==> src/rtl/sram_like_slave_pkg.sv <==
// Shared definitions for the sram_like responder: FSM states and transfer size codes.
package sram_like_slave_pkg;

    typedef enum logic [1:0] {
        S_IDLE   = 2'd0,
        S_WAIT   = 2'd1,
        S_ACCESS = 2'd2,
        S_RESP   = 2'd3
    } state_t;

    localparam logic [1:0] SZ_BYTE = 2'b00;
    localparam logic [1:0] SZ_HALF = 2'b01;
    localparam logic [1:0] SZ_WORD = 2'b10;

    localparam int CNT_W = 3;

endpackage

==> src/rtl/sram_be_decode.sv <==
// Maps an sram_like transfer size and the low address bits to SRAM byte-write enables.
module sram_be_decode
    import sram_like_slave_pkg::*;
(
    input  logic [1:0] i_size,
    input  logic [1:0] i_addrLo,
    output logic [3:0] o_byteEn
);

    // The reserved size code 11 falls through to a full-word access.
    always_comb begin
        o_byteEn = 4'b1111;
        case (i_size)
            SZ_BYTE: o_byteEn = 4'b0001 << i_addrLo;
            SZ_HALF: o_byteEn = i_addrLo[1] ? 4'b1100 : 4'b0011;
            default: o_byteEn = 4'b1111;
        endcase
    end

endmodule

==> src/rtl/sram_like_slave.sv <==
// Responder end of the sram_like data port: one request at a time, optional wait
// cycles, a single SRAM access, then a one-cycle response that can overlap the next accept.
module sram_like_slave
    import sram_like_slave_pkg::*;
#(
    parameter int ADDR_W  = 14,
    parameter int LATENCY = 0
) (
    input  logic              clk,
    input  logic              resetn,
    input  logic              data_req,
    input  logic              data_wr,
    input  logic [1:0]        data_size,
    input  logic [31:0]       data_addr,
    input  logic [31:0]       data_wdata,
    output logic              data_addr_ok,
    output logic              data_data_ok,
    output logic [31:0]       data_rdata,
    output logic              ram_en,
    output logic [3:0]        ram_wen,
    output logic [ADDR_W-1:0] ram_addr,
    output logic [31:0]       ram_wdata,
    input  logic [31:0]       ram_rdata
);

    localparam bit              HAS_WAIT = (LATENCY > 0);
    localparam logic [CNT_W-1:0] CNT_INIT = HAS_WAIT ? CNT_W'(LATENCY - 1) : '0;

    state_t             r_state;
    logic [CNT_W-1:0]   r_count;
    logic               r_wr;
    logic [ADDR_W-1:0]  r_addr;
    logic [3:0]         r_byteEn;
    logic [31:0]        r_wdata;
    logic               r_ramEn;
    logic [3:0]         r_ramWen;
    logic               r_dataOk;

    logic               w_transfer;
    logic [3:0]         w_byteEn;
    logic               w_unusedAddr;

    sram_be_decode u_beDecode (
        .i_size   (data_size),
        .i_addrLo (data_addr[1:0]),
        .o_byteEn (w_byteEn)
    );

    assign data_addr_ok = data_req & ((r_state == S_IDLE) | (r_state == S_RESP));
    assign w_transfer   = data_req & data_addr_ok;

    // High address bits are dropped on purpose so the RAM image wraps.
    assign w_unusedAddr = ^data_addr[31:ADDR_W+2];

    // Strobes are registered one state ahead so they line up exactly with ACCESS and RESP.
    always_ff @(posedge clk or negedge resetn) begin
        if (!resetn) begin
            r_state  <= S_IDLE;
            r_count  <= '0;
            r_wr     <= 1'b0;
            r_addr   <= '0;
            r_byteEn <= 4'b0000;
            r_wdata  <= 32'd0;
            r_ramEn  <= 1'b0;
            r_ramWen <= 4'b0000;
            r_dataOk <= 1'b0;
        end else begin
            r_ramEn  <= 1'b0;
            r_ramWen <= 4'b0000;
            r_dataOk <= 1'b0;
            case (r_state)
                S_IDLE, S_RESP: begin
                    if (w_transfer) begin
                        r_wr     <= data_wr;
                        r_addr   <= data_addr[ADDR_W+1:2];
                        r_byteEn <= w_byteEn;
                        r_wdata  <= data_wdata;
                        if (HAS_WAIT) begin
                            r_state <= S_WAIT;
                            r_count <= CNT_INIT;
                        end else begin
                            r_state  <= S_ACCESS;
                            r_ramEn  <= 1'b1;
                            r_ramWen <= data_wr ? w_byteEn : 4'b0000;
                        end
                    end else begin
                        r_state <= S_IDLE;
                    end
                end
                S_WAIT: begin
                    if (r_count == '0) begin
                        r_state  <= S_ACCESS;
                        r_ramEn  <= 1'b1;
                        r_ramWen <= r_wr ? r_byteEn : 4'b0000;
                    end else begin
                        r_count <= r_count - 1'b1;
                    end
                end
                S_ACCESS: begin
                    r_state  <= S_RESP;
                    r_dataOk <= 1'b1;
                end
                default: r_state <= S_IDLE;
            endcase
        end
    end

    assign ram_en       = r_ramEn;
    assign ram_wen      = r_ramWen;
    assign ram_addr     = r_addr;
    assign ram_wdata    = r_wdata;
    assign data_data_ok = r_dataOk;
    assign data_rdata   = (r_dataOk && !r_wr) ? ram_rdata : 32'd0;

endmodule

==> config.mk <==
export PLATFORM = sky130hd
export DESIGN_NAME = sram_like_slave
export DESIGN_NICKNAME = d
export VERILOG_FILES = /design/src/rtl/sram_like_slave_pkg.sv /design/src/rtl/sram_be_decode.sv /design/src/rtl/sram_like_slave.sv
export SDC_FILE = /design/constraint.sdc
export NUM_CORES = 1
export LEC_CHECK = 0
export CAP_MARGIN = 20
export CORE_UTILIZATION = 38
export CTS_CLUSTER_SIZE = 30
export DETAILED_ROUTE_END_ITERATION = 8
export PLACE_DENSITY_LB_ADDON = 0.25
export RECOVER_POWER = 50
export SETUP_SLACK_MARGIN = 0.2
export SLEW_MARGIN = 20
export SYNTH_ARGS = -nofsm -noshare
export SYNTH_HDL_FRONTEND = slang
export SYNTH_SLANG_ARGS = --single-unit
==> constraint.sdc <==
create_clock -name clk -period 3.48 [get_ports clk]
set_input_delay 0.348 -clock clk [delete_from_list [all_inputs] [get_ports clk]]
set_output_delay 0.348 -clock clk [all_outputs]
set_load 0.01 [all_outputs]
==> flow_summary_export.csv <==
group,metric,value,unit
status,run_status,"complete, but fails checks",
status,violations,"max-capacitance violations, max-slew violations",
synth,yosysUniqueCellTypes,25,
grt,global_route_wire_length_before_repair,10400,um
power_and_ir_drop,p_leak,2.04,nW
clocking,post_cts_buffers,0,
routing,drt-total-wl,6740,um
clocking,post_cts_resize_count,0,
timing,summed_negative_setup_slack_over_all_endpoints,0,ns
timing,setup_viol,0,
critical_path,critPathLaunchType,"register",
grt,antenna_found_initial,0,
die,design.die.area,0.00751,mm^2
clocking,insertion_delay,0.33,ns
clocking,tritoncts,"built",
timing,rsz0062_at_grt,"false",
clocking,ctsRootBufferMaster,"clkbuf_8",
synth,post_synth.cell_area_avg,14.0,um^2
critical_path,crit_fanout,12,
grt,globalRouteOverflowTotal,0,
die,die_x,86.7,um
synth,synth_top_cell_area_share,57.0,%
timing,timing.final.hold_violations,0,
synth,synth_fp_nets,302,
clocking,holdBufCountCts,0,
finish,area_growth,72.9,%
finish,leading_cell_type_in_the_layout_fill_and_taps_excluded,"clkdlybuf4s50_1",
placement,dp_hpwl,5060,um
timing,clock_skew,0.00662,ns
placement,place.gp.congestion,0.746,
synth,synth_area,0.00272,mm^2
die,placementRows,30,
die,die-height,86.7,um
timing,maximum_achievable_frequency,0.398,GHz
clocking,clkTransAtPathRegs,0.06,ns
grt,globalRouteTotalUtil,18.6,%
die,initial_utilization,39.7,%
timing,slew-limit-headroom,-54.2,%
finish,layout.cells.non_filler,471,
placement,numPlacedInstances,455,
power_and_ir_drop,ir_drop,580,uV
timing,postLayoutSetupSlackWorst,0.967,ns
finish,nNetsFinal,477,
timing,finalCritPeriodShare,72.2,%
routing,drt_first_pass_iters,3,
routing,route.detailed.drc,0,
routing,vias_per_cell,4.42,
min_path,classification_of_the_worst_slack_hold_path,"register to register",
finish,drive_above_1_share,18.4,%
critical_path,worstPathRequired,3.13,ns
timing,maxSlewViolCount,46,
synth,yosysTopAreaCell,"dfrtp_1",
routing,dr_total_vias,2080,
critical_path,worst_setup_path_end_kind,"output pin",
routing,initial_drc_count,38,
power_and_ir_drop,fin_total_pwr,3.84,mW
critical_path,arrival,2.16,ns
synth,synth-warning-count,0,
finish,mostFrequentLayoutCells,"139 x clkdlybuf4s50_1, 62 x dfrtp_1, 32 x and2_1",
timing,finalCriticalPeriod,2.51,ns
synth,synth_seq_area_share,57.0,%
die,io-pin-count,187,
routing,avgRoutedWirePerCell,14.3,um
clocking,htree_num_levels,3,
synth,synth-seq-cells,62,
clocking,tritoncts.num_buffers,9,
power_and_ir_drop,power_density,815,mW/mm^2
synth,synthTopCellsByArea,"dfrtp_1 57%, mux2_2 12%, mux2_4 11%",
synth,synthesis.instances,195,
grt,grt_start_max_net_pins,46,
flow_run,drv.max_cap_violation_count,1,
routing,antenna_violating_nets_post_route,0,
critical_path,start_to_end_type_of_the_worst_setup_path,"register to output pin",
placement,port-buffer-count,170,
timing,max_slew.worst_pin.slew,2.31,ns
grt,first_global_vias,2022,
die,core_footprint,0.00687,mm^2
clocking,numClockSinks,62,
clocking,ctsLongestPathBuffers,2,
placement,post-place-ws,1.18,ns
finish,antenna_cells_inserted,0,
finish,utilization,68.5,%
==> worst max-delay path, cell delays in order, from the launching register on <==
cell and delay, ns:
dfrtp_1 0.37, inv_1 0.07, ha_1 0.28, nand2_1 0.21
inv_2 0.31, clkdlybuf4s50_1 0.59
==> per-stage QoR <==
step | area (um^2) | hold slack (ns)
2_1_floorplan | 2720 | 0.0524
3_3_place_gp | 4510 | 0.462
3_5_place_dp | 4510 | 0.464
4_1_cts | 4710 | 0.185
5_1_grt | 4710 | 0.499
6_report | 4710 | 0.471
==> area by class of cell <==
cell class,count,area (um^2)
Timing Repair Buffer,173,1730
Clock inverter,4,45.0
Fill cell,533,2160
Sequential cell,62,1550
Inverter,7,26.3
Multi-Input combinational cell,117,1080
Clock buffer,12,155
Tap cell,96,120
==> registers in the layout, indices dropped and copies added, names as in the netlist <==
name / flops
ram_wdata: 32
ram_addr: 14
r_byteEn: 4
ram_wen: 4
r_count: 3
r_state: 2
data_data_ok: 1
r_wr: 1
ram_en: 1
==> kinds of logic (layout without fill, tap and decap cells) <==
kind of cell,after synthesis,after routing,share of synthesized area (%)
buffers and inverters,16,196,3.26
AND/OR/NAND/NOR,46,46,10.3
XOR/XNOR,1,1,0.322
multiplexers,50,50,23.3
adder cells (fa/ha/maj),5,5,2.30
AO/OA/AOI/OAI,15,15,3.54
flip-flops,62,62,57.0
==> per-layer routing <==
layer	wire length, um	track usage, %
met5	0	0
met4	70	6.36
met3	516	7.71
met2	3420	30.9
met1	2730	21.9
==> Yosys cell counts <==
master / instances
ha_1: 5
buf_6: 3
buf_2: 2
inv_2: 1
nor3_1: 1
mux2_2: 28
and2_1: 32
buf_4: 1
a21o_1: 1
nor3b_2: 1
clkbuf_1: 3
a21oi_1: 5
xnor2_1: 1
nand2b_1: 1
or2_2: 1
o21ai_0: 4
o21ai_2: 1
nor2b_1: 2
mux2_4: 20
nand3b_1: 2
dfrtp_1: 62
mux2i_1: 2
o2bb2ai_1: 4
nand2_1: 6
inv_1: 6
==> report_power, final <==
| part | total, mW | internal, mW | leakage, nW | switching, mW |
|---|---|---|---|---|
| clock | 0.634 | 0.366 | 0.106 | 0.267 |
| combinational | 1.98 | 1.23 | 1.19 | 0.750 |
| sequential | 1.23 | 1.06 | 0.743 | 0.161 |
==> final timing paths <==
kind	start	end	slack (ns)	depth (start not counted)
worst max register to register	r_state[0]	ram_wdata[23]	1.44	6
worst min register to register	r_count[0]	r_count[0]	0.47	1
worst min-delay path	r_count[0]	r_count[0]	0.47	1
max in group asynchronous	resetn	ram_wdata[16]	1.45	1
min in group asynchronous	resetn	ram_addr[12]	0.71	1
worst max-delay path	r_state[0]	data_addr_ok	0.97	5
No activity file was read; power rests on OpenSTA's default activity.
